File: src/rtl/jtag_ahb_pkg.sv
// Shared types and frame layout for the JTAG AHB access data register.
// Bit positions are given for the default 32-bit payload; users rebase them on DATA_WIDTH.
package jtag_ahb_pkg;

    typedef enum logic [2:0] {
        CMD_NOP        = 3'b000,
        CMD_SET_ADDR   = 3'b001,
        CMD_WRITE      = 3'b010,
        CMD_READ       = 3'b011,
        CMD_CLR_STATUS = 3'b100
    } cmd_t;

    typedef enum logic [1:0] {
        SIZE_BYTE = 2'd0,
        SIZE_HALF = 2'd1,
        SIZE_WORD = 2'd2
    } size_t;

    typedef enum logic {
        ST_IDLE = 1'b0,
        ST_PEND = 1'b1
    } state_t;

    localparam int CMD_MSB     = 38;
    localparam int CMD_LSB     = 36;
    localparam int AUTOINC_BIT = 35;
    localparam int SIZE_MSB    = 34;
    localparam int SIZE_LSB    = 33;
    localparam int PAYLOAD_MSB = 31;

    localparam int STAT_BUSY_BIT = 38;
    localparam int STAT_ERR_BIT  = 37;
    localparam int STAT_OVR_BIT  = 36;

    // The unused size code 3 behaves as a word access.
    function automatic size_t norm_size(input logic [1:0] raw);
        return (raw == 2'd3) ? SIZE_WORD : size_t'(raw);
    endfunction

endpackage

File: src/rtl/jtag_shift_reg.sv
// Generic JTAG data register: parallel capture load, LSB-first serial shift, TDO = bit 0.
// Capture takes priority over shift; the caller resolves any higher-priority TAP action.
module jtag_shift_reg #(
    parameter int DR_WIDTH = 39
) (
    input  logic                clk,
    input  logic                srst,
    input  logic                capture,
    input  logic                shift,
    input  logic                tdi,
    input  logic [DR_WIDTH-1:0] capture_data,
    output logic [DR_WIDTH-1:0] data,
    output logic                tdo
);

    logic [DR_WIDTH-1:0] shreg_reg;

    always_ff @(posedge clk) begin
        if (srst) begin
            shreg_reg <= '0;
        end else if (capture) begin
            shreg_reg <= capture_data;
        end else if (shift) begin
            shreg_reg <= {tdi, shreg_reg[DR_WIDTH-1:1]};
        end
    end

    assign data = shreg_reg;
    assign tdo  = shreg_reg[0];

endmodule

File: src/rtl/jtag_ahb_dr.sv
// JTAG-side AHB access DR: decodes scanned command frames on Update-DR and runs a
// single-outstanding req/ack transaction; Capture-DR presents status and read data.
module jtag_ahb_dr
    import jtag_ahb_pkg::*;
#(
    parameter int ADDR_WIDTH = 32,
    parameter int DATA_WIDTH = 32,
    parameter int DR_WIDTH   = DATA_WIDTH + 7
) (
    input  logic                  TCK,
    input  logic                  TRST,
    input  logic                  ahb_select,
    input  logic                  capture_dr,
    input  logic                  shift_dr,
    input  logic                  update_dr,
    input  logic                  TDI,
    output logic                  TDO,
    output logic                  req,
    output logic                  req_write,
    output logic [1:0]            req_size,
    output logic [ADDR_WIDTH-1:0] req_addr,
    output logic [DATA_WIDTH-1:0] req_wdata,
    input  logic                  ack,
    input  logic                  ack_err,
    input  logic [DATA_WIDTH-1:0] ack_rdata
);

    // Rebase the package bit positions onto the configured payload width.
    localparam int OFS = DATA_WIDTH - (PAYLOAD_MSB + 1);

    state_t                state_reg, state_next;
    logic [ADDR_WIDTH-1:0] addr_reg;
    logic [DATA_WIDTH-1:0] wdata_reg;
    logic [DATA_WIDTH-1:0] rdata_reg;
    logic [1:0]            size_reg;
    logic                  autoinc_reg;
    logic                  err_reg;
    logic                  overrun_reg;
    logic                  write_reg;

    logic                  upd, cap, shf;
    logic [DR_WIDTH-1:0]   dr;
    logic [DR_WIDTH-1:0]   status;
    cmd_t                  cmd;
    logic [DATA_WIDTH-1:0] payload;
    logic                  frame_autoinc;
    logic [1:0]            frame_size;
    logic                  reserved_unused;
    logic                  busy;

    assign upd = ahb_select & update_dr;
    assign cap = ahb_select & capture_dr & ~update_dr;
    assign shf = ahb_select & shift_dr & ~update_dr & ~capture_dr;

    assign busy   = (state_reg == ST_PEND);
    assign status = {busy, err_reg, overrun_reg, 4'b0000, rdata_reg};

    jtag_shift_reg #(
        .DR_WIDTH (DR_WIDTH)
    ) u_shift (
        .clk          (TCK),
        .srst         (TRST),
        .capture      (cap),
        .shift        (shf),
        .tdi          (TDI),
        .capture_data (status),
        .data         (dr),
        .tdo          (TDO)
    );

    assign cmd             = cmd_t'(dr[CMD_MSB+OFS:CMD_LSB+OFS]);
    assign frame_autoinc   = dr[AUTOINC_BIT+OFS];
    assign frame_size      = norm_size(dr[SIZE_MSB+OFS:SIZE_LSB+OFS]);
    assign payload         = dr[DATA_WIDTH-1:0];
    assign reserved_unused = dr[DATA_WIDTH];

    always_comb begin
        state_next = state_reg;
        case (state_reg)
            ST_IDLE: if (upd && (cmd == CMD_WRITE || cmd == CMD_READ)) state_next = ST_PEND;
            ST_PEND: if (ack) state_next = ST_IDLE;
            default: state_next = ST_IDLE;
        endcase
    end

    always_ff @(posedge TCK) begin
        if (TRST) begin
            state_reg   <= ST_IDLE;
            addr_reg    <= '0;
            wdata_reg   <= '0;
            rdata_reg   <= '0;
            size_reg    <= '0;
            autoinc_reg <= 1'b0;
            err_reg     <= 1'b0;
            overrun_reg <= 1'b0;
            write_reg   <= 1'b0;
        end else begin
            state_reg <= state_next;
            if (upd && state_reg == ST_IDLE) begin
                case (cmd)
                    CMD_SET_ADDR:   addr_reg <= ADDR_WIDTH'(payload);
                    CMD_CLR_STATUS: begin
                        err_reg     <= 1'b0;
                        overrun_reg <= 1'b0;
                    end
                    CMD_WRITE: begin
                        wdata_reg   <= payload;
                        size_reg    <= frame_size;
                        autoinc_reg <= frame_autoinc;
                        write_reg   <= 1'b1;
                    end
                    CMD_READ: begin
                        size_reg    <= frame_size;
                        autoinc_reg <= frame_autoinc;
                        write_reg   <= 1'b0;
                    end
                    default: ;
                endcase
            end
            // A frame arriving while busy is dropped, even if ack completes this cycle.
            if (upd && state_reg == ST_PEND) overrun_reg <= 1'b1;
            if (ack && state_reg == ST_PEND) begin
                if (!write_reg) rdata_reg <= ack_rdata;
                err_reg <= err_reg | ack_err;
                if (autoinc_reg && !ack_err) addr_reg <= addr_reg + (ADDR_WIDTH'(1) << size_reg);
            end
        end
    end

    assign req       = busy;
    assign req_write = write_reg;
    assign req_size  = size_reg;
    assign req_addr  = addr_reg;
    assign req_wdata = wdata_reg;

endmodule

File: config.mk
export PLATFORM = sky130hd
export DESIGN_NAME = jtag_ahb_dr
export DESIGN_NICKNAME = d
export VERILOG_FILES = /design/src/rtl/jtag_ahb_pkg.sv /design/src/rtl/jtag_shift_reg.sv /design/src/rtl/jtag_ahb_dr.sv
export SDC_FILE = /design/constraint.sdc
export NUM_CORES = 1
export LEC_CHECK = 0
export ABC_AREA = 1
export BUFFER_PORTS_ARGS = -buffer_cell sky130_fd_sc_hd__buf_2
export CORE_ASPECT_RATIO = 1.25
export CORE_MARGIN = 2
export CORE_UTILIZATION = 41
export DETAILED_ROUTE_END_ITERATION = 6
export HOLD_SLACK_MARGIN = 0.06
export PLACE_DENSITY = 0.58
export SETUP_SLACK_MARGIN = 0.1
export SYNTH_ARGS = -nofsm -noshare
export SYNTH_HDL_FRONTEND = slang
export SYNTH_HIERARCHICAL = 1
export SYNTH_SLANG_ARGS = --single-unit
File: constraint.sdc
create_clock -name TCK -period 2.1 [get_ports TCK]
set_input_delay 0.42 -clock TCK [delete_from_list [all_inputs] [get_ports TCK]]
set_output_delay 0.42 -clock TCK [all_outputs]
set_load 0.05 [all_outputs]
After elaboration in Yosys (flattened, before gate mapping)
Cells that the tools add are included.
{"block": "totals", "regBits": 142, "input_bits": 41, "out_inout_bits": 69, "word_cells": 65}
{"block": "op_classes", "n_addsub": 1, "eq_ne": 5, "shifts": 1, "muxes": 15, "bitwise_logic": 11, "reduce_logical": 21}
{"operator": "$mux W32", "count": 4}
{"operator": "$mux W39", "count": 2}
{"operator": "$add A32 B32 Y32", "count": 1}
{"operator": "$shl A1 B2 Y32 const A", "count": 1}
{"operator": "$reduce_and A2 Y1", "count": 6}
{"operator": "$reduce_bool A2 Y1", "count": 6}
{"operator": "$and A1 B1 Y1", "count": 6}
{"operator": "$eq A3 B2 Y1 const B", "count": 2}
{"operator": "$mux W1", "count": 6}
{"operator": "$logic_and A1 B1 Y1", "count": 5}
{"operator": "$not A1 Y1", "count": 4}
{"operator": "$pmux W1 S2", "count": 2}
{"operator": "$reduce_or A2 Y1", "count": 2}
{"operator": "$eq A3 B1 Y1 const B", "count": 1}
{"operator": "$eq A3 B3 Y1 const B", "count": 1}
{"operator": "$eq A2 B2 Y1 const B", "count": 1}
{"operator": "$mux W2", "count": 1}
{"operator": "$logic_not A1 Y1", "count": 1}
{"operator": "$logic_or A1 B1 Y1", "count": 1}
{"operator": "$or A1 B1 Y1", "count": 1}

Depth between registers and ports, before layout
{"block": "logic_depth", "ltp_word": 5, "mapped_depth": 14}

By module
The synthesis kept the hierarchy.
{"mod": "jtag_ahb_dr", "n_inst": 1, "cells_each": 785, "area_per_inst_um2": 5205.0, "seq_area_each_um2": 2062.0}
{"mod": "jtag_shift_reg", "n_inst": 1, "cells_each": 333, "area_per_inst_um2": 1960.6, "seq_area_each_um2": 780.7}

Worst setup path after synthesis
Ideal clock, no wire load.
{"block": "synth_timing", "path_type": "register to register", "startpoint": "reg size_reg[1], in the netlist req_size[1]", "endpoint": "reg addr_reg[24], in the netlist req_addr[24]", "arrival_ps": 2164, "slack_ps": -174, "path_stages_with_launch": 14, "path_buffers": 0, "period_less_slack_ps": 2274, "cell_sequence": "dfxtp_1 nor2_1 ha_1 fa_1 inv_1 nor2_1 nor2_1 nor2_4 nand2_1 nor2_2 nand2_1 nand3_1 nand2_1 inv_1"}
{"block": "synth_via", "elab_chain_len": 4}
{"item": "start: declaration", "line": "jtag_ahb_dr.sv:35", "text": "logic [1:0] size_reg;"}
{"item": "start signal: assignment", "line": "jtag_ahb_dr.sv:108", "text": "size_reg <= frame_size;"}
{"item": "start signal: assignment", "line": "jtag_ahb_dr.sv:113", "text": "size_reg <= frame_size;"}
{"item": "$shl A1 B2 Y32", "line": "jtag_ahb_dr.sv:125", "text": "if (autoinc_reg && !ack_err) addr_reg <= addr_reg + (ADDR_WIDTH'(1) << size_reg);"}
{"item": "$add A32 B32 Y32", "line": "jtag_ahb_dr.sv:125"}
{"item": "$mux W32", "line": "jtag_ahb_dr.sv:125"}
{"item": "$mux W32", "line": "jtag_ahb_dr.sv:122", "text": "if (ack && state_reg == ST_PEND) begin"}
{"item": "end signal: assignment", "line": "jtag_ahb_dr.sv:101", "text": "CMD_SET_ADDR: addr_reg <= ADDR_WIDTH'(payload);"}
{"item": "end signal: assignment", "line": "jtag_ahb_dr.sv:125"}
{"item": "end: declaration", "line": "jtag_ahb_dr.sv:32", "text": "logic [ADDR_WIDTH-1:0] addr_reg;"}
No other way between the ends.
A chain may end at the register's enable or synchronous reset.

Final worst setup path
{"block": "layout_timing", "startpoint": "reg size_reg[1], in the netlist req_size[1]", "endpoint": "reg addr_reg[8], in the netlist req_addr[8]"}
Same word-level chain as after synthesis.

==> results.sh <==
export IMPL_status="complete, no violations"
export IMPL_nets=1264
export IMPL_grt_pass1_vias=6620
export IMPL_yosysUniqueCellTypes=39
export IMPL_final_setup_skew_ns=0.00814
export IMPL_p_clk_share_pct=47.5
export IMPL_multi_input_area_um2=3640
export IMPL_numPortBuffers=109
export IMPL_design_die_area_um2=18600
export IMPL_vias_per_cell=4.88
export IMPL_power_internal_mw=4.54
export IMPL_largest_reg_flops=39
export IMPL_required_ns=2.44
export IMPL_fill_cells=1871
export IMPL_hpwl_um=14200
export IMPL_drtPass1Iterations=5
export IMPL_combPwrFrac_pct=5.7
export IMPL_rsz0062_at_grt="yes"
export IMPL_async_flop_share_pct=0
export IMPL_ir_drop_uv=478
export IMPL_grt_ovfl_total=0
export IMPL_yosys_register_bits=142
export IMPL_tns_ns=0
export IMPL_initial_utilization_pct=41.4
export IMPL_min_period_ns=1.87
export IMPL_total_power_mw=6.00
export IMPL_wirelength_um=20200
export IMPL_final_max_slew_viol_count=0
export IMPL_synth_edff_count=0
export IMPL_r2r_cells=9
export IMPL_drive_gt1_share_pct=16.1
export IMPL_grt_pass1_wl_um=33600
export IMPL_power_density_nw_per_um2=702
export IMPL_layout_commonest_cell="nand2_1"
export IMPL_synthCells=1118
export IMPL_power_leakage_nw=3.93
export IMPL_cp_arrival_ns=2.21
export IMPL_antenna_cells=0
export IMPL_h_tree_depth=4
export IMPL_crit_start="req_size[1]"
export IMPL_cp_slowest_cell="dfxtp_4"
export IMPL_vias=7089
export IMPL_synth_yosys_seq_area_share_pct=39.7
export IMPL_final_cell_area_um2=8540
export IMPL_num_rows=54
export IMPL_crit_type="reg -> reg"
export IMPL_cts_sink_count=142
export IMPL_r2r_end="req_addr[8]"
export IMPL_hold_viol_final=0
export IMPL_endpoint_kind="flop"
export IMPL_setup_violations_final=0
export IMPL_place_inst=1422
export IMPL_cp_start_kind="flop"
export IMPL_seq_power_share_pct=46.9
export IMPL_pin_count=110
export IMPL_core_um2=17300
export IMPL_numCtsBuffers=17
export IMPL_grt_usage_pct=22.6
export IMPL_reg2reg_slack_ns=0.23
export IMPL_drtIter0Drc=435
export IMPL_syn_area_um2=7170
export IMPL_tritoncts="done"
export IMPL_syn_area_per_cell_um2=6.41
export IMPL_crit_end="req_addr[8]"
export IMPL_die_width_um=122
export IMPL_syn2layout_area_growth_pct=19.2
export IMPL_clk_pin_slew_ns=0.06
export IMPL_place_gp_congestion=0.876
export IMPL_crit_fanout=5
export IMPL_switching_power_mw=1.45
export IMPL_ctsHoldBuffers=0
export IMPL_critical_path_max_stage_delay_ns=0.36
export IMPL_fp_dieH_um=152
export IMPL_final_cells=1454
export IMPL_wire_per_inst_um=13.9
export IMPL_hp_class="in -> reg"
export IMPL_drc=0
export IMPL_synthFlopType="dfxtp_1"
export IMPL_clock_latency_ns=0.42
export IMPL_swShare_pct=24.2
export IMPL_seqCellArea_um2=2850
export IMPL_grt_max_degree=65
export IMPL_layout_common_cells="nand2_1, nor2_1, dfxtp_1"
export IMPL_max_cap_viol_count=0
export IMPL_r2r_start="req_size[1]"
export IMPL_cts_root_buf="clkbuf_16"
export IMPL_ys_warn_count=6
export IMPL_whs_ns=0.220
export IMPL_post_route_period_util_pct=89.0
export IMPL_crit_chain="nor2_1 > ha_2 > fa_2 > inv_1 > nor2_2 > o21ai_0 > buf_4 > or2_2 > a31oi_1"
export IMPL_fmax_mhz=535
export IMPL_placed_area_um2=7960
export IMPL_antenna_found_initial=0
export IMPL_drtAntennaViolNets=0
export IMPL_clockBufferDepth=2
==> stage by stage <==
step	util [%]	setup WS, ns
after floorplan	-	0.187
after global placement	46.0	0.180
after detailed placement	46.0	0.135
after CTS	49.2	0.132
after global routing	49.4	0.0621
final	49.4	0.230
==> metal layers <==
layer	share of wire (%)	routed length [µm]	track usage, %
met1	48	9650	31.3
met5	0	0	0
met3	3.9	784	4.09
met2	46	9290	35.4
met4	2.1	433	7.17
==> repair_timing <==
item / CTS / global route
resized for setup: 0 / 8
endpoints found under the setup margin: 0 / 17
setup buffers: 0 / 1
==> synthesized netlist by cell type (8+ instances only) <==
cell | count | area [µm²]
dfxtp_1 | 142 | 2840
o21ai_0 | 47 | 235
buf_2 | 18 | 90.1
inv_1 | 105 | 394
o21ai_1 | 37 | 185
nor2_1 | 185 | 694
a21oi_1 | 86 | 430
buf_4 | 8 | 60.1
clkbuf_1 | 20 | 75.1
nand3_1 | 44 | 220
nand2_1 | 355 | 1330
buf_6 | 8 | 90.1
==> worst min-delay path by stage <==
stage / start / endpoint / slack (ns) / cells past startpoint
after floorplan: overrun_reg / overrun_reg / 0.44 / 2
after global placement: u_shift/data[32] / u_shift/data[32] / 0.46 / 2
after detailed placement: overrun_reg / overrun_reg / 0.46 / 2
after CTS: ack_rdata[20] / rdata_reg[20] / 0.20 / 3
after global routing: ack_rdata[15] / rdata_reg[15] / 0.21 / 3
final: ack_rdata[9] / rdata_reg[9] / 0.22 / 3
==> power by group through the flow <==
stage	clock, mW	combinational, mW	sequential, mW
floorplan	0	0.184	2.89
global placement	0	0.338	2.87
detailed placement	0	0.341	2.87
CTS	2.92	0.341	2.81
global route	3.04	0.382	2.82
finish	2.85	0.340	2.81
==> kinds of logic after synthesis <==
kind of cell	count (synthesis)	share of synthesized area (%)
compound gates	187	13.7
xor+xnor	5	0.611
fa+ha+maj	5	0.978
buf+inv	165	10.2
flops	142	39.7
other cells	1	0.0523
simple gates	613	34.8
==> critical path, delay by kind of cell (launching register included) <==
kind            cells  cell delay [ns]
fa+ha+maj           2             0.44
buf+inv             2             0.22
flops               1             0.36
simple gates        3             0.52
compound gates      2             0.26
==> layout make-up <==
class | count | area share [%]
clock buffers | 21 | 5.39
clock inverters | 10 | 1.06
inverters | 110 | 4.84
multi-input cells | 814 | 42.7
flip-flops and latches | 142 | 33.4
well taps | 224 | 3.28
repair buffers | 133 | 9.38
Note: power is estimated with default switching activity, not from simulation.
